**config.mk**
```make
export PLATFORM = sky130hd
export DESIGN_NAME = ipv4_tcp_header_parser_flat
export DESIGN_NICKNAME = d
export VERILOG_FILES = /design/src/rtl/ipv4_tcp_header_parser_pkg.sv /design/src/rtl/ipv4_tcp_header_parser_if.sv /design/src/rtl/ipv4_tcp_header_parser_hdr_record_reg.sv /design/src/rtl/ipv4_tcp_header_parser.sv /design/src/flat_wrapper.sv
export SDC_FILE = /design/constraint.sdc
export NUM_CORES = 1
export LEC_CHECK = 0
export ABC_AREA = 1
export CAP_MARGIN = 5
export CORE_ASPECT_RATIO = 0.6
export CORE_MARGIN = 2
export CORE_UTILIZATION = 55
export CTS_CLUSTER_SIZE = 12
export DETAILED_ROUTE_END_ITERATION = 7
export GPL_ROUTABILITY_DRIVEN = 0
export PLACE_DENSITY = 0.93
export SLEW_MARGIN = 10
export SYNTH_ARGS = -nofsm -noshare
export SYNTH_HDL_FRONTEND = slang
export SYNTH_SLANG_ARGS = --single-unit
```
**constraint.sdc**
```tcl
create_clock -name clk -period 3.3 [get_ports clk]
set_input_delay 0.99 -clock clk [delete_from_list [all_inputs] [get_ports clk]]
set_output_delay 0.99 -clock clk [all_outputs]
set_load 0.01 [all_outputs]
```
**src/rtl/ipv4_tcp_header_parser_pkg.sv**
```systemverilog
// Shared types and byte offsets for the IPv4/TCP header parser.
// Imported by the parser FSM and the record register bank.
package ipv4_tcp_header_parser_pkg;

  typedef enum logic [1:0] {
    IDLE,
    IP_HDR,
    TCP_HDR,
    DRAIN
  } state_e;

  typedef enum logic [3:0] {
    CAP_NONE,
    CAP_VIHL,
    CAP_TOS,
    CAP_LEN_H,
    CAP_LEN_L,
    CAP_ID_H,
    CAP_ID_L,
    CAP_FRAG_H,
    CAP_FRAG_L,
    CAP_DOFF,
    CAP_FLAGS,
    CAP_WIN_H,
    CAP_WIN_L
  } cap_e;

  localparam logic [5:0] IP_TOS    = 6'd1;
  localparam logic [5:0] IP_TOTLEN = 6'd2;
  localparam logic [5:0] IP_ID     = 6'd4;
  localparam logic [5:0] IP_FRAG   = 6'd6;
  localparam logic [5:0] IP_PROTO  = 6'd9;
  localparam logic [4:0] TCP_DOFF  = 5'd12;
  localparam logic [4:0] TCP_FLAGS = 5'd13;
  localparam logic [4:0] TCP_WIN   = 5'd14;
  localparam logic [4:0] TCP_LAST  = 5'd15;

  localparam logic [3:0] IPV4_VERSION = 4'd4;
  localparam logic [7:0] PROTO_TCP    = 8'd6;
  localparam logic [3:0] MIN_IHL      = 4'd5;

  function automatic cap_e ip_cap(input logic [5:0] idx);
    case (idx)
      IP_TOS:          ip_cap = CAP_TOS;
      IP_TOTLEN:       ip_cap = CAP_LEN_H;
      IP_TOTLEN + 6'd1: ip_cap = CAP_LEN_L;
      IP_ID:           ip_cap = CAP_ID_H;
      IP_ID + 6'd1:    ip_cap = CAP_ID_L;
      IP_FRAG:         ip_cap = CAP_FRAG_H;
      IP_FRAG + 6'd1:  ip_cap = CAP_FRAG_L;
      default:         ip_cap = CAP_NONE;
    endcase
  endfunction

  function automatic cap_e tcp_cap(input logic [4:0] idx);
    case (idx)
      TCP_DOFF:       tcp_cap = CAP_DOFF;
      TCP_FLAGS:      tcp_cap = CAP_FLAGS;
      TCP_WIN:        tcp_cap = CAP_WIN_H;
      TCP_WIN + 5'd1: tcp_cap = CAP_WIN_L;
      default:        tcp_cap = CAP_NONE;
    endcase
  endfunction

endpackage

```
**src/rtl/ipv4_tcp_header_parser_if.sv**
```systemverilog
// Byte-stream input and header-record output bundle.
// slave = parser side, master = source/consumer side.
interface ipv4_tcp_header_parser_if;
  logic [7:0]  in_data;
  logic        in_valid;
  logic        in_last;
  logic        in_ready;
  logic [15:0] l3_iph_tot_len;
  logic [3:0]  l3_iph_ihl;
  logic [7:0]  l3_iph_tos;
  logic [12:0] l3_iph_frag_off;
  logic [15:0] l3_iph_id;
  logic        l3_iph_df;
  logic [15:0] l4_tcph_window;
  logic        l4_tcph_syn;
  logic        l4_tcph_fin;
  logic        l4_tcph_rst;
  logic        l4_tcph_ack;
  logic [3:0]  l4_tcph_doff;
  logic        hdr_valid;
  logic        hdr_err;
  logic        hdr_ready;

  modport slave (
    input  in_data, in_valid, in_last, hdr_ready,
    output in_ready, l3_iph_tot_len, l3_iph_ihl,
    output l3_iph_tos, l3_iph_frag_off, l3_iph_id,
    output l3_iph_df, l4_tcph_window, l4_tcph_syn,
    output l4_tcph_fin, l4_tcph_rst, l4_tcph_ack,
    output l4_tcph_doff, hdr_valid, hdr_err
  );

  modport master (
    output in_data, in_valid, in_last, hdr_ready,
    input  in_ready, l3_iph_tot_len, l3_iph_ihl,
    input  l3_iph_tos, l3_iph_frag_off, l3_iph_id,
    input  l3_iph_df, l4_tcph_window, l4_tcph_syn,
    input  l4_tcph_fin, l4_tcph_rst, l4_tcph_ack,
    input  l4_tcph_doff, hdr_valid, hdr_err
  );
endinterface

```
**src/rtl/ipv4_tcp_header_parser_hdr_record_reg.sv**
```systemverilog
// Output field bank, record valid/ready holding
// and saturating error-record counter.
module ipv4_tcp_header_parser_hdr_record_reg
  import ipv4_tcp_header_parser_pkg::*;
#(
  parameter int CNT_W = 16
) (
  input  logic             clk,
  input  logic             rst_n,
  input  cap_e             cap_i,
  input  logic [7:0]       data_i,
  input  logic             done_i,
  input  logic             done_err_i,
  input  logic             hdr_ready_i,
  output logic [15:0]      tot_len_o,
  output logic [3:0]       ihl_o,
  output logic [7:0]       tos_o,
  output logic [12:0]      frag_off_o,
  output logic [15:0]      id_o,
  output logic             df_o,
  output logic [15:0]      window_o,
  output logic             syn_o,
  output logic             fin_o,
  output logic             rst_o,
  output logic             ack_o,
  output logic [3:0]       doff_o,
  output logic             hdr_valid_o,
  output logic             hdr_err_o,
  output logic [CNT_W-1:0] err_count_o
);

  logic [15:0]      tot_len_q, id_q, window_q;
  logic [12:0]      frag_off_q;
  logic [7:0]       tos_q;
  logic [3:0]       ihl_q, doff_q;
  logic             df_q, syn_q, fin_q, rst_q, ack_q;
  logic             valid_q, err_q;
  logic [CNT_W-1:0] cnt_q;

  // Field capture, record hold and error counting; a new
  // completion takes priority over the clearing handshake.
  always_ff @(posedge clk) begin
    if (!rst_n) begin
      tot_len_q  <= '0;
      id_q       <= '0;
      window_q   <= '0;
      frag_off_q <= '0;
      tos_q      <= '0;
      ihl_q      <= '0;
      doff_q     <= '0;
      df_q       <= 1'b0;
      syn_q      <= 1'b0;
      fin_q      <= 1'b0;
      rst_q      <= 1'b0;
      ack_q      <= 1'b0;
      valid_q    <= 1'b0;
      err_q      <= 1'b0;
      cnt_q      <= '0;
    end else begin
      case (cap_i)
        CAP_VIHL: begin
          tot_len_q  <= '0;
          id_q       <= '0;
          window_q   <= '0;
          frag_off_q <= '0;
          tos_q      <= '0;
          doff_q     <= '0;
          df_q       <= 1'b0;
          syn_q      <= 1'b0;
          fin_q      <= 1'b0;
          rst_q      <= 1'b0;
          ack_q      <= 1'b0;
          err_q      <= 1'b0;
          ihl_q      <= data_i[3:0];
        end
        CAP_TOS:    tos_q <= data_i;
        CAP_LEN_H:  tot_len_q[15:8] <= data_i;
        CAP_LEN_L:  tot_len_q[7:0] <= data_i;
        CAP_ID_H:   id_q[15:8] <= data_i;
        CAP_ID_L:   id_q[7:0] <= data_i;
        CAP_FRAG_H: begin
          df_q              <= data_i[6];
          frag_off_q[12:8]  <= data_i[4:0];
        end
        CAP_FRAG_L: frag_off_q[7:0] <= data_i;
        CAP_DOFF:   doff_q <= data_i[7:4];
        CAP_FLAGS: begin
          fin_q <= data_i[0];
          syn_q <= data_i[1];
          rst_q <= data_i[2];
          ack_q <= data_i[4];
        end
        CAP_WIN_H:  window_q[15:8] <= data_i;
        CAP_WIN_L:  window_q[7:0] <= data_i;
        default: ;
      endcase
      if (valid_q && hdr_ready_i) begin
        valid_q <= 1'b0;
        if (err_q && !(&cnt_q)) cnt_q <= cnt_q + 1'b1;
      end
      if (done_i) begin
        valid_q <= 1'b1;
        err_q   <= done_err_i;
      end
    end
  end

  assign tot_len_o   = tot_len_q;
  assign ihl_o       = ihl_q;
  assign tos_o       = tos_q;
  assign frag_off_o  = frag_off_q;
  assign id_o        = id_q;
  assign df_o        = df_q;
  assign window_o    = window_q;
  assign syn_o       = syn_q;
  assign fin_o       = fin_q;
  assign rst_o       = rst_q;
  assign ack_o       = ack_q;
  assign doff_o      = doff_q;
  assign hdr_valid_o = valid_q;
  assign hdr_err_o   = err_q;
  assign err_count_o = cnt_q;

endmodule

```
**src/rtl/ipv4_tcp_header_parser.sv**
```systemverilog
// IPv4/TCP header parser: byte-stream FSM with index
// counters feeding the header record register bank.
module ipv4_tcp_header_parser
  import ipv4_tcp_header_parser_pkg::*;
#(
  parameter int CNT_W = 16
) (
  input  logic                    clk,
  input  logic                    rst_n,
  ipv4_tcp_header_parser_if.slave bus,
  output logic [CNT_W-1:0]        err_count
);

  state_e     state_q, state_d;
  logic [5:0] ip_idx_q, ip_idx_d;
  logic [4:0] tcp_idx_q, tcp_idx_d;
  logic [5:0] ip_last;
  logic [3:0] ihl;
  logic       acc, done, done_err, stall;
  cap_e       cap;

  assign stall = (state_q == IDLE) && bus.hdr_valid && !bus.hdr_ready;
  assign bus.in_ready = rst_n && !stall;
  assign acc = bus.in_valid && bus.in_ready;
  assign ip_last = {ihl, 2'b00} - 6'd1;

  // State and byte-index registers.
  always_ff @(posedge clk) begin
    if (!rst_n) begin
      state_q   <= IDLE;
      ip_idx_q  <= '0;
      tcp_idx_q <= '0;
    end else begin
      state_q   <= state_d;
      ip_idx_q  <= ip_idx_d;
      tcp_idx_q <= tcp_idx_d;
    end
  end

  // Next state, capture select and record completion per byte.
  always_comb begin
    state_d   = state_q;
    ip_idx_d  = ip_idx_q;
    tcp_idx_d = tcp_idx_q;
    cap       = CAP_NONE;
    done      = 1'b0;
    done_err  = 1'b0;
    if (acc) begin
      unique case (state_q)
        IDLE: begin
          cap      = CAP_VIHL;
          ip_idx_d = 6'd1;
          if (bus.in_data[7:4] != IPV4_VERSION ||
              bus.in_data[3:0] < MIN_IHL) begin
            done     = 1'b1;
            done_err = 1'b1;
            state_d  = bus.in_last ? IDLE : DRAIN;
          end else if (bus.in_last) begin
            done     = 1'b1;
            done_err = 1'b1;
          end else begin
            state_d = IP_HDR;
          end
        end
        IP_HDR: begin
          cap      = ip_cap(ip_idx_q);
          ip_idx_d = ip_idx_q + 6'd1;
          if (ip_idx_q == IP_PROTO && bus.in_data != PROTO_TCP) begin
            done     = 1'b1;
            done_err = 1'b1;
            state_d  = bus.in_last ? IDLE : DRAIN;
          end else if (bus.in_last) begin
            done     = 1'b1;
            done_err = 1'b1;
            state_d  = IDLE;
          end else if (ip_idx_q == ip_last) begin
            state_d   = TCP_HDR;
            tcp_idx_d = '0;
          end
        end
        TCP_HDR: begin
          cap       = tcp_cap(tcp_idx_q);
          tcp_idx_d = tcp_idx_q + 5'd1;
          if (tcp_idx_q == TCP_LAST) begin
            done    = 1'b1;
            state_d = bus.in_last ? IDLE : DRAIN;
          end else if (bus.in_last) begin
            done     = 1'b1;
            done_err = 1'b1;
            state_d  = IDLE;
          end
        end
        DRAIN: begin
          if (bus.in_last) state_d = IDLE;
        end
        default: state_d = IDLE;
      endcase
    end
  end

  ipv4_tcp_header_parser_hdr_record_reg #(
    .CNT_W(CNT_W)
  ) u_rec (
    .clk         (clk),
    .rst_n       (rst_n),
    .cap_i       (cap),
    .data_i      (bus.in_data),
    .done_i      (done),
    .done_err_i  (done_err),
    .hdr_ready_i (bus.hdr_ready),
    .tot_len_o   (bus.l3_iph_tot_len),
    .ihl_o       (ihl),
    .tos_o       (bus.l3_iph_tos),
    .frag_off_o  (bus.l3_iph_frag_off),
    .id_o        (bus.l3_iph_id),
    .df_o        (bus.l3_iph_df),
    .window_o    (bus.l4_tcph_window),
    .syn_o       (bus.l4_tcph_syn),
    .fin_o       (bus.l4_tcph_fin),
    .rst_o       (bus.l4_tcph_rst),
    .ack_o       (bus.l4_tcph_ack),
    .doff_o      (bus.l4_tcph_doff),
    .hdr_valid_o (bus.hdr_valid),
    .hdr_err_o   (bus.hdr_err),
    .err_count_o (err_count)
  );

  assign bus.l3_iph_ihl = ihl;

endmodule

```
**src/flat_wrapper.sv**
```systemverilog
// flat-port wrapper written by rule: the top's interface ports become plain ports
module ipv4_tcp_header_parser_flat import ipv4_tcp_header_parser_pkg::*;
#(
  parameter int CNT_W = 16
)
  (clk, rst_n, err_count, bus_in_data, bus_in_valid, bus_in_last, bus_hdr_ready, bus_in_ready, bus_l3_iph_tot_len, bus_l3_iph_ihl, bus_l3_iph_tos, bus_l3_iph_frag_off, bus_l3_iph_id, bus_l3_iph_df, bus_l4_tcph_window, bus_l4_tcph_syn, bus_l4_tcph_fin, bus_l4_tcph_rst, bus_l4_tcph_ack, bus_l4_tcph_doff, bus_hdr_valid, bus_hdr_err);
  ipv4_tcp_header_parser_if bus_i ();
  input  logic clk;
  input  logic rst_n;
  output logic [CNT_W-1:0] err_count;
  input wire logic [$bits(bus_i.in_data)-1:0] bus_in_data;
  input wire logic [$bits(bus_i.in_valid)-1:0] bus_in_valid;
  input wire logic [$bits(bus_i.in_last)-1:0] bus_in_last;
  input wire logic [$bits(bus_i.hdr_ready)-1:0] bus_hdr_ready;
  output wire logic [$bits(bus_i.in_ready)-1:0] bus_in_ready;
  output wire logic [$bits(bus_i.l3_iph_tot_len)-1:0] bus_l3_iph_tot_len;
  output wire logic [$bits(bus_i.l3_iph_ihl)-1:0] bus_l3_iph_ihl;
  output wire logic [$bits(bus_i.l3_iph_tos)-1:0] bus_l3_iph_tos;
  output wire logic [$bits(bus_i.l3_iph_frag_off)-1:0] bus_l3_iph_frag_off;
  output wire logic [$bits(bus_i.l3_iph_id)-1:0] bus_l3_iph_id;
  output wire logic [$bits(bus_i.l3_iph_df)-1:0] bus_l3_iph_df;
  output wire logic [$bits(bus_i.l4_tcph_window)-1:0] bus_l4_tcph_window;
  output wire logic [$bits(bus_i.l4_tcph_syn)-1:0] bus_l4_tcph_syn;
  output wire logic [$bits(bus_i.l4_tcph_fin)-1:0] bus_l4_tcph_fin;
  output wire logic [$bits(bus_i.l4_tcph_rst)-1:0] bus_l4_tcph_rst;
  output wire logic [$bits(bus_i.l4_tcph_ack)-1:0] bus_l4_tcph_ack;
  output wire logic [$bits(bus_i.l4_tcph_doff)-1:0] bus_l4_tcph_doff;
  output wire logic [$bits(bus_i.hdr_valid)-1:0] bus_hdr_valid;
  output wire logic [$bits(bus_i.hdr_err)-1:0] bus_hdr_err;
  assign bus_i.in_data = bus_in_data;
  assign bus_i.in_valid = bus_in_valid;
  assign bus_i.in_last = bus_in_last;
  assign bus_i.hdr_ready = bus_hdr_ready;
  assign bus_in_ready = bus_i.in_ready;
  assign bus_l3_iph_tot_len = bus_i.l3_iph_tot_len;
  assign bus_l3_iph_ihl = bus_i.l3_iph_ihl;
  assign bus_l3_iph_tos = bus_i.l3_iph_tos;
  assign bus_l3_iph_frag_off = bus_i.l3_iph_frag_off;
  assign bus_l3_iph_id = bus_i.l3_iph_id;
  assign bus_l3_iph_df = bus_i.l3_iph_df;
  assign bus_l4_tcph_window = bus_i.l4_tcph_window;
  assign bus_l4_tcph_syn = bus_i.l4_tcph_syn;
  assign bus_l4_tcph_fin = bus_i.l4_tcph_fin;
  assign bus_l4_tcph_rst = bus_i.l4_tcph_rst;
  assign bus_l4_tcph_ack = bus_i.l4_tcph_ack;
  assign bus_l4_tcph_doff = bus_i.l4_tcph_doff;
  assign bus_hdr_valid = bus_i.hdr_valid;
  assign bus_hdr_err = bus_i.hdr_err;
  ipv4_tcp_header_parser #(.CNT_W(CNT_W)) u_core (.clk(clk), .rst_n(rst_n), .bus(bus_i), .err_count(err_count));
endmodule
```
==> results of run 1 <==
==> logic make-up (layout without fill, tap and decap cells) <==
group	count (synthesis)	in the layout	synth area share, %
DFF	113	113	41.9
xor gates and xnor gates	10	10	1.62
and+or+nand+nor	351	351	33.2
buffers and inverters	93	224	7.99
AOI/OAI and AO/OA	133	133	12.8
adders and majority gates	11	11	2.55
==> final timing paths <==
check             slack [ps]                          end  cells past startpoint
setup / recovery         120                 bus_in_ready                      4
hold / removal           480  u_core.u_rec.err_count_o[4]                      2
setup reg to reg         830         u_core.u_rec.id_o[0]                     12
hold reg to reg          480  u_core.u_rec.err_count_o[4]                      2
==> Yosys cell counts, types with 10 or more instances <==
master	number
a21oi_1	104
clkbuf_1	11
dfxtp_1	113
ha_1	11
inv_1	47
inv_2	10
nand2_1	124
nand3_1	116
nor2_1	46
o21ai_0	19
==> stage by stage <==
step	utilization, %	power, mW
floorplan	-	1.55
global placement	71.4	1.62
detailed placement	71.4	1.63
CTS	78.0	3.54
global route	78.1	3.62
finish	78.1	3.56
==> cell type report <==
cell class | count | area [sq um] | area share, %
clock buffer | 22 | 464 | 6.35
clock inverter | 10 | 158 | 2.16
inverter | 59 | 224 | 3.07
multi-input combinational | 505 | 2710 | 37.1
sequential | 113 | 2260 | 31.0
tap | 130 | 163 | 2.23
timing repair buffer | 133 | 1320 | 18.1
==> critical path, cell delays in order <==
cell,delay (ps)
clkdlybuf4s50_1,560
nand2_4,70
inv_2,50
clkdlybuf4s50_1,520
==> state kept, by name, summed over array words and instances (netlist names), 2 cells and up <==
signal / count
u_core.u_rec.window_o: 16
u_core.u_rec.tot_len_o: 16
u_core.ip_idx_q: 6
u_core.u_rec.err_count_o: 16
u_core.u_rec.ihl_o: 4
u_core.tcp_idx_q: 5
u_core.state_q: 2
u_core.u_rec.frag_off_o: 13
u_core.u_rec.doff_o: 4
u_core.u_rec.id_o: 16
u_core.u_rec.tos_o: 8
==> metal layers <==
layer	GRT usage [%]	routed length, microns	up-vias
li1	-	-	2611
met1	43.7	6970	2733
met2	53.4	8050	525
met3	10.1	2560	87
met4	17.6	629	0
met5	0	0	-
==> power by group <==
part | total [mW] | switching [mW] | internal, mW
sequential | 1.39 | 0.0119 | 1.37
combinational | 0.226 | 0.154 | 0.0722
clock | 1.95 | 0.651 | 1.30
total | 3.56 | 0.817 | 2.74
==> what timing repair did <==
action                                  4_1_cts  5_1_grt
endpoints found under the hold margin         0        0
resized for setup                             0        2
endpoints found under the setup margin        0        1
==> impl_metrics.csv, run 1 <==
group,metric,value,unit
detailed_routing,drt_iter0_drc,843,
yosys,netlist_area,5410,sq um
status,status,"completed",
timing,setup-violations-final,0,
critical_path,endpoint_kind,"output pin",
yosys,synth_area_leader_cell,"dfxtp_1",
detailed_routing,drt.antenna.violating_nets,0,
placed_design,place_area,6680,sq um
placed_design,dp.cells,940,
finish,nets,853,
yosys,synth_nets,735,
timing,finClkSkew,8.40,ps
placed_design,pre_cts_ws,64.0,ps
finish,fin_area,7310,sq um
clock_tree,cts-buffers-inserted,17,
critical_path,crit_arrival,2190,ps
yosys,synth.distinct_cells,41,
finish,nFillCells,549,
timing,fin_tns_setup,0,ps
clock_tree,post_cts.repair.setup_buffers,0,
placed_design,port_buffers,113,
critical_path,startpoint,"rst_n",
yosys,synthCells,711,
critical_path,start_kind,"input port",
timing,period_needed,3180,ps
timing,final_hold_viol_count,0,
finish,num_antenna_cells,0,
clock_tree,cts_hold_buf,0,
die,die_area,10700,sq um
detailed_routing,vias_per_cell,6.13,
detailed_routing,wl_per_cell,18.7,microns
finish,drive_gt1_share,13.1,%
critical_path,crit_type,"input port to output pin",
hold_path,hold_class,"register to register",
power_and_ir_drop,power_density,488,nW/um^2
clock_tree,cts_root_buf,"clkbuf_16",
timing,maxSlewViolCount,0,
timing,fin_hold_ws,480,ps
finish,final_cell_mix,"nand2_1 (124), nand3_1 (116), dfxtp_1 (113)",
finish,syn_to_final_growth,35.2,%
clock_tree,path_clk_slew,50,ps
timing,worst_slack,117,ps
timing,worst_slew_pin_slew,568,ps
detailed_routing,via_count,5956,
critical_path,critPathMaxFanout,2,
hold_path,worstHoldStart,"u_core.u_rec.err_count_o[4]",
global_route,grt_overflow,0,
clock_tree,tritoncts,"built",
clock_tree,cts_sinks,113,
timing,min_period_over_period,96.5,%
global_route,globalRouteTotalUtil,34.2,%
run,max-cap-violations,0,
yosys,netlist_top_cells_area,"dfxtp_1 (42%), nand3_1 (11%), a21oi_1 (9.6%)",
yosys,synth_ff_type,"dfxtp_1",
yosys,synth_edf_count,0,
die,row_count,27,
detailed_routing,routed_wl,18200,microns
timing,slew_headroom,61.7,%
die,initial_core_util,57.8,%
critical_path,crit_required,2310,ps
die,die_h,80.8,microns
global_route,antenna_found_initial,0,
global_route,grt_pass1_vias,5560,
detailed_routing,drt-pass1-iter-count,6,
critical_path,r2r-start,"u_core.tcp_idx_q[0]",
die,core-area,9360,sq um
clock_tree,htree_num_levels,4,
yosys,ys_seq_elements,113,
timing,rsz0062_at_grt,"false",
yosys,yosys_warnings,0,
clock_tree,clock_latency,420,ps
finish,final_common_cell,"nand2_1",
placed_design,dp_hpwl,12000,microns
timing,fmax,314,MHz
die,die_w,132,microns
global_route,grt_max_degree,48,
yosys,synth_area_per_cell,7.60,sq um
yosys,ys_seq_area_share,41.9,%
yosys,async_flop_share,0,%
global_route,grt_pass1_wl,28400,microns
die,ios,114,
power_and_ir_drop,max-vdd-ir-drop,0.434,mV
power_and_ir_drop,power.leakage,2.62,nW
finish,fin_cells,972,
yosys,synth_top_area_share,41.9,%
clock_tree,cts_buffer_depth,2,
detailed_routing,drc,0,
No activity file was read; power rests on OpenSTA's default activity.
==> run 2: changes to the inputs <==
--- a/config.mk
+++ b/config.mk
@@ -14,7 +14,7 @@
 export DETAILED_ROUTE_END_ITERATION = 7
 export GPL_ROUTABILITY_DRIVEN = 0
 export PLACE_DENSITY = 0.93
-export SLEW_MARGIN = 10
+export SLEW_MARGIN = 25
 export SYNTH_ARGS = -nofsm -noshare
 export SYNTH_HDL_FRONTEND = slang
 export SYNTH_SLANG_ARGS = --single-unit
==> constraint.sdc (replaced) <==
create_clock -name clk -period 3.75 [get_ports clk]
set_input_delay 1.125 -clock clk [delete_from_list [all_inputs] [get_ports clk]]
set_output_delay 1.125 -clock clk [all_outputs]
set_load 0.01 [all_outputs]
==> run 2 against run 1 <==
Effect of this change:
- first-iteration DRC count decreased by 2.1%
- sequential share of layout area grew 0.34 points
- via count is 3.2% lower
- utilization decreased by 0.84 points
- final cell count fell by 0.31%
- non-clock buffer count shrank 3
- largest power group unchanged
- die area unchanged
==> impl_metrics.csv, run 2 (synthesis gave the netlist of run 1 again) <==
group,metric,value,unit
detailed_routing,routed_wl,17300,microns
critical_path,r2r-start,"u_core.tcp_idx_q[0]",
timing,fmax,280,MHz
critical_path,ff2ff_setup_slack,1290,ps
timing,min_period_over_period,95.3,%
die,die_w,132,microns
finish,syn_to_final_growth,33.7,%
finish,drive_gt1_share,13.0,%
global_route,grt_max_degree,48,
clock_tree,clock_latency,420,ps
timing,rsz0062_at_grt,"false",
global_route,globalRouteTotalUtil,32.8,%
clock_tree,htree_num_levels,4,
detailed_routing,drt_iter0_drc,825,
die,die_h,80.8,microns
timing,finClkSkew,8.10,ps
clock_tree,tritoncts,"built",
critical_path,crit_required,2620,ps
die,ios,114,
power_and_ir_drop,max-vdd-ir-drop,0.382,mV
detailed_routing,via_count,5767,
detailed_routing,drt-pass1-iter-count,5,
clock_tree,cts_sinks,113,
critical_path,cp_common_cell,"clkdlybuf4s50_1",
critical_path,critical_path.cell_chain,"clkdlybuf4s50_1, nor2_1, nand2_2, nand2_4, inv_2, clkdlybuf4s50_1",
die,die_area,10700,sq um
hold_path,hold_class,"register to register",
timing,period_needed,3570,ps
die,row_count,27,
global_route,grt_pass1_vias,5424,
timing,worst_slew_pin_slew,662,ps
finish,nets,850,
timing,fin_hold_ws,466,ps
detailed_routing,drc,0,
hold_path,worstHoldStart,"u_core.u_rec.err_count_o[4]",
clock_tree,cts_buffer_depth,2,
die,core-area,9360,sq um
finish,fin_area,7230,sq um
critical_path,crit_type,"input port to output pin",
timing,final_hold_viol_count,0,
critical_path,ff2ff_path_depth,12,
timing,maxSlewViolCount,0,
clock_tree,cts-buffers-inserted,17,
timing,fin_tns_setup,0,ps
detailed_routing,wl_per_cell,17.9,microns
finish,num_antenna_cells,0,
timing,setup-violations-final,0,
critical_path,start_kind,"input port",
power_and_ir_drop,power.leakage,2.57,nW
global_route,grt_pass1_wl,27100,microns
finish,final_common_cell,"nand2_1",
critical_path,endpoint_kind,"output pin",
critical_path,crit_arrival,2450,ps
clock_tree,post_cts.repair.setup_buffers,0,
placed_design,port_buffers,113,
critical_path,max_stage_delay,470,ps
status,status,"completed",
power_and_ir_drop,power_density,422,nW/um^2
critical_path,crit_path_end,"bus_in_ready",
detailed_routing,drt.antenna.violating_nets,0,
clock_tree,path_clk_slew,50,ps
clock_tree,cts_hold_buf,0,
finish,final_cell_mix,"nand2_1 (124), nand3_1 (116), clkdlybuf4s50_1 (113), dfxtp_1 (113), a21oi_1 (104)",
hold_path,holdPathStages,2,
critical_path,critPathMaxFanout,2,
critical_path,r2r_end,"u_core.u_rec.id_o[0]",
detailed_routing,vias_per_cell,5.95,
die,initial_core_util,57.8,%
critical_path,slowest_stage,"clkdlybuf4s50_1",
global_route,antenna_found_initial,1,
clock_tree,cts_root_buf,"clkbuf_16",
placed_design,dp_hpwl,11400,microns
run,max-cap-violations,0,
critical_path,startpoint,"bus_hdr_ready",
timing,slew_headroom,55.7,%
global_route,grt_overflow,0,
placed_design,place_area,6620,sq um
clock_tree,ctsResizeCount,0,
-- run 2: cell count changes in the layout (fill, tap and decap cells not counted) --
cell             previous run  this run
clkinvlp_4                  0         3
dlymetal6s2s_1              1         0
nor2_1                     45        46
clkdlybuf4s50_1           112       113
clkbuf_8                    2         1
clkinv_2                    6         7
clkbuf_1                    3         0
nor2_4                      5         6
inv_6                       0         1
bufinv_16                   4         3
buf_12                      3         0
nor2_2                      8         6
-- run 2: routing by layer --
layer,routed length (microns),vias to the layer above,GRT usage [%]
met5,8,-,0
met4,452,2,14.5
met3,2380,64,9.86
met2,7500,429,50.4
met1,7010,2655,43.1
li1,-,2617,-
-- run 2: final cells by class --
cell class / count / area (sq um)
clock buffers: 18 / 439
clock inverters: 14 / 164
fillers: 589 / 2130
inverters: 59 / 224
multi-input cells: 505 / 2720
flip-flops and latches: 113 / 2260
well taps: 130 / 163
repair buffers: 130 / 1260
-- run 2: worst min-delay path by stage --
stage          slack, ps                           to
6_report             470  u_core.u_rec.err_count_o[4]
4_1_cts              470  u_core.u_rec.err_count_o[4]
3_3_place_gp         450  u_core.u_rec.err_count_o[4]
3_5_place_dp         460  u_core.u_rec.err_count_o[4]
5_1_grt              500   u_core.u_rec.frag_off_o[3]
2_1_floorplan        470          u_core.tcp_idx_q[4]
-- run 2: power by group --
group	switching, mW	total [mW]	leakage [nW]	internal [mW]
clock	0.585	1.64	0.292	1.06
combinational	0.133	0.191	1.37	0.0589
sequential	0.00987	1.22	0.911	1.21
-- run 2: worst max-delay path, delay by kind of cell --
| family | cells | cell delay, ps |
|---|---|---|
| buf+inv | 3 | 940 |
| simple gates | 3 | 380 |
-- run 2: through the flow --
stage	utilization [%]	std cells	total power, mW	setup slack, ps
2_1_floorplan	-	711	1.36	1140
6_report	77.2	969	3.05	177
3_5_place_dp	70.7	937	1.42	204
4_1_cts	77.2	969	3.05	190
3_3_place_gp	70.7	937	1.42	234
5_1_grt	77.2	969	3.13	120
==> RTL change 1 (flow settings as in run 1) <==
The 4 states of `state_e` get a one-hot encoding in 4 bits.
--- a/src/rtl/ipv4_tcp_header_parser_pkg.sv
+++ b/src/rtl/ipv4_tcp_header_parser_pkg.sv
@@ -3,9 +3,9 @@
 package ipv4_tcp_header_parser_pkg;
 
-  typedef enum logic [1:0] {
-    IDLE,
-    IP_HDR,
-    TCP_HDR,
-    DRAIN
+  typedef enum logic [3:0] {
+    IDLE    = 4'b0001,
+    IP_HDR  = 4'b0010,
+    TCP_HDR = 4'b0100,
+    DRAIN   = 4'b1000
   } state_e;
 
Function: same outputs for any inputs over 4 cycles, from zero or initial values and one cycle with rst_n low; so few cycles prove little.
==> RTL change 1 against run 1 <==
- design area up 0.98%
- combinational power grew 11%
- wire length increased by 0.47%
- worst setup slack improved by 0.22 ns
- power increased by 9.6%
- synthesized area shrank 1.1%
- sequential cell count is 2 higher
- first-iteration DRC count shrank 17%
==> RTL change 1: results (changes against run 1) <==
| Metric | Value |
|---|---|
| Status | finished, final reports clean |
| Post-Place Setup Slack | 0.0300 ns (-0.0340 ns) |
| Avg Inst Size Synth | 7.16 sq um (-5.8%) |
| Placed Cells | 975 (+3.7%) |
| Met3 wire length | 2190 um (-15%) |
| Number of global-route vias before repair | 5,837 (+5.0%) |
| Area contributors post-synth | dfxtp_1, nand2_1, a21oi_1, nand3_1, nor2_1 |
| Final setup skew | 0.00906 ns (+0.000663 ns) |
| Global-route wire length before repair | 29,200 um (+2.8%) |
| Metal2 WL | 8180 um (+1.7%) |
| DP HPWL | 11,700 um (-2.8%) |
| DRT iter0 DRCs | 698 (-17%) |
| Register area share after synthesis | 0.431 (+0.0123) |
| Syn Nets | 770 (+4.8%) |
| Via count | 6,078 (+2.0%) |
| Worst path arrival time | 1.98 ns (-0.21 ns) |
| M1 GR Usage | 0.447 (+0.00930) |
| Routing usage on met2 | 0.571 (+0.0367) |
| CP max stage delay | 0.45 ns (-0.11 ns) |
| Worst-case vdd ir drop | 430 uV (-0.90%) |
| Leak pwr | 2.61 nW (-0.73%) |
| Synth Area in XOR/XNOR | 0.0115 (-0.00473) |
| Grt met3 use | 0.0814 (-0.0197) |
| Fillers | 517 (-5.8%) |
| Synth Area in Adders | 0.0258 (+0.000292) |
| Final nets | 888 (+4.1%) |
-- RTL change 1: changes by cell type after synthesis, moves of 4 or more --
cell and delta:
clkbuf_4 -5, nand3_2 -6, inv_1 +5, nand3_1 -31
nand4_1 +4, buf_4 -7, nor2_1 +19, nand2_1 +56
nor3_1 +7, nand2_4 -7, clkbuf_1 +11
-- RTL change 1: area by class of cell --
cell class | instances | area share
timing repair buffer | 128 | 0.172
inverter | 61 | 0.0314
clock inverter | 12 | 0.0336
multi-input combinational | 541 | 0.365
tap | 130 | 0.0220
clock buffer | 20 | 0.0633
sequential | 115 | 0.312
-- RTL change 1: final timing paths --
kind,endpoint,from,slack (ns)
max,bus_in_ready,bus_hdr_ready,0.33
min,u_core.u_rec.id_o[8],u_core.u_rec.id_o[8],0.47
max reg2reg,u_core.u_rec.window_o[13],u_core.ip_idx_q[0],0.79
min reg2reg,u_core.u_rec.id_o[8],u_core.u_rec.id_o[8],0.47
-- RTL change 1: logic make-up after synthesis --
logic type | count (synthesis)
buffers and inverters | 90
adders and majority gates | 11
xor gates and xnor gates | 7
AOI/OAI and AO/OA | 133
and+or+nand+nor | 390
DFF | 115
-- RTL change 1: critical path: cells and delay by family --
kind / cells / cell delay, ns
buffers and inverters: 3 / 0.67
and+or+nand+nor: 3 / 0.32
-- RTL change 1: report_power, final --
part           total, mW  internal, mW  switching (mW)
logic              0.251        0.0795           0.172
registers           1.41          1.40          0.0135
clock network       2.24          1.56           0.683
total               3.90          3.04           0.869
-- RTL change 1: what timing repair did --
item	4_1_cts	5_1_grt
endpoints found under the setup margin	0	1
resized for setup	0	2
setup buffers	0	0
==> RTL change 2 (config.mk and constraints of run 1) <==
Without the edit above. `CNT_W` is set to 16 in 3 places; all go to 32.
--- a/src/rtl/ipv4_tcp_header_parser_hdr_record_reg.sv
+++ b/src/rtl/ipv4_tcp_header_parser_hdr_record_reg.sv
@@ -4,5 +4,5 @@
   import ipv4_tcp_header_parser_pkg::*;
 #(
-  parameter int CNT_W = 16
+  parameter int CNT_W = 32
 ) (
   input  logic             clk,
--- a/src/rtl/ipv4_tcp_header_parser.sv
+++ b/src/rtl/ipv4_tcp_header_parser.sv
@@ -4,5 +4,5 @@
   import ipv4_tcp_header_parser_pkg::*;
 #(
-  parameter int CNT_W = 16
+  parameter int CNT_W = 32
 ) (
   input  logic                    clk,
--- a/src/flat_wrapper.sv
+++ b/src/flat_wrapper.sv
@@ -2,5 +2,5 @@
 module ipv4_tcp_header_parser_flat import ipv4_tcp_header_parser_pkg::*;
 #(
-  parameter int CNT_W = 16
+  parameter int CNT_W = 32
 )
   (clk, rst_n, err_count, bus_in_data, bus_in_valid, bus_in_last, bus_hdr_ready, bus_in_ready, bus_l3_iph_tot_len, bus_l3_iph_ihl, bus_l3_iph_tos, bus_l3_iph_frag_off, bus_l3_iph_id, bus_l3_iph_df, bus_l4_tcph_window, bus_l4_tcph_syn, bus_l4_tcph_fin, bus_l4_tcph_rst, bus_l4_tcph_ack, bus_l4_tcph_doff, bus_hdr_valid, bus_hdr_err);
Interface: changed (resized err_count); port bits go from 114 to 130. The function was not compared with the original's and may differ.
==> RTL change 2 against run 1 <==
- power increased by 0.63%
- design area increased by 12%
- synthesized area increased by 14%
- clock power decreased by 10%
- wire length increased by 7.5%
- clock skew increased by 0.0027 ns
- sequential cell count increased by 16
- via count increased by 14%
- worst setup slack improved by 0.24 ns
==> RTL change 2: results (changes against run 1) <==
| Metric | Value |
|---|---|
| Status | finished, final reports clean |
| Register area share after synthesis | 0.419 (+0.000653) |
| Number of distinct library cells after synthesis | 37 (-9.8%) |
| R2r worst-path depth | 9 (-3) |
| Final nets | 1,026 (+20%) |
| Number of global-route vias before repair | 5,943 (+6.9%) |
| Vias per std cell | 5.87 (-4.2%) |
| Pre-antenna DRT Iters | 8 (+2) |
| Crit. Startpoint | bus_hdr_ready |
| Cell-internal power | 2.72 mW (-0.99%) |
| Syn Nets | 893 (+21%) |
| Layout cells sized above 1 | 0.0907 (-0.0399) |
| Number of I/O port buffers | 129 (+14%) |
| DRT Wirelength | 19,600 um (+7.5%) |
| DRT iter0 DRCs | 951 (+13%) |
| Synth cell count leaders | nand2_1, dfxtp_1, nand3_1 |
| FF-to-FF setup slack | 0.81 ns (-0.02 ns) |
| Slew HR | 0.453 (-0.164) |
| CP max stage delay | 0.45 ns (-0.11 ns) |
| Leak pwr | 2.92 nW (+11%) |
| DP HPWL | 13,800 um (+15%) |
| RR Endpoint | u_core.u_rec.err_count_o[29] |
| Worst-case vdd ir drop | 374 uV (-14%) |
| Area contributors post-synth | dfxtp_1, nand2_1, nand3_1, a21oi_1, nor2_1 |
| Reg2Reg Launch Point | u_core.u_rec.err_count_o[3] |
| Final setup skew | 0.0111 ns (+0.00273 ns) |
## RTL change 2: worst min-delay path by stage
stage / from / to / slack, ns
after floorplan: u_core.tcp_idx_q[4] / u_core.tcp_idx_q[4] / 0.47
after global placement: u_core.u_rec.tot_len_o[8] / u_core.u_rec.tot_len_o[8] / 0.46
after detailed placement: u_core.u_rec.tot_len_o[8] / u_core.u_rec.tot_len_o[8] / 0.46
after CTS: u_core.u_rec.tot_len_o[8] / u_core.u_rec.tot_len_o[8] / 0.48
after global routing: u_core.u_rec.id_o[13] / u_core.u_rec.id_o[13] / 0.50
final: u_core.u_rec.tot_len_o[8] / u_core.u_rec.tot_len_o[8] / 0.47
## RTL change 2: power by group through the flow
stage	Sequential, mW	Combinational, mW	Clock (mW)
after CTS	1.59	0.242	1.75
after detailed placement	1.62	0.239	0
after floorplan	1.62	0.140	0
after global placement	1.62	0.234	0
after global routing	1.59	0.265	1.82
final	1.59	0.248	1.75
## RTL change 2: layout make-up
type | instances | area [sq um] | share of cell area
inverters | 73 | 275 | 0.0336
well taps | 139 | 174 | 0.0212
repair buffers | 151 | 1480 | 0.181
clock buffers | 21 | 460 | 0.0562
flip-flops and latches | 129 | 2580 | 0.315
multi-input cells | 630 | 3130 | 0.382
clock inverters | 10 | 87.6 | 0.0107
## RTL change 2: logic make-up after synthesis
kind of cell,synth area share
AO/OA/AOI/OAI,0.129
XOR/XNOR,0.0185
adder cells (fa/ha/maj),0.0223
buffers and inverters,0.0727
flip-flops,0.419
AND/OR/NAND/NOR,0.338
## RTL change 2: repair_timing
item | in CTS | in global routing
setup endpoints to repair | 0 | 1
hold endpoints to repair | 0 | 0
resized for setup | 0 | 2
## RTL change 2: routing by layer
layer	track usage	share of wire	vias to the layer above
li1	-	-	3164
met1	0.464	0.43	3096
met2	0.462	0.41	469
met3	0.107	0.15	41
met4	0.0927	0.015	0
met5	0	0	-
## RTL change 2: worst min-delay path, stage by stage (launching register included)
cell and delay (ns):
dfxtp_1 0.31, nand2_1 0.06, a21oi_1 0.06
## RTL change 2: through the flow
stage,cell area (sq um),power (mW),instances,util,setup slack [ns]
2_1_floorplan,6160,1.76,869,-,0.950
3_3_place_gp,7640,1.85,1122,0.712,0.0412
3_5_place_dp,7640,1.86,1122,0.712,0.0244
4_1_cts,8190,3.58,1153,0.763,0.0222
5_1_grt,8200,3.68,1153,0.763,0.284
6_report,8200,3.58,1153,0.763,0.356
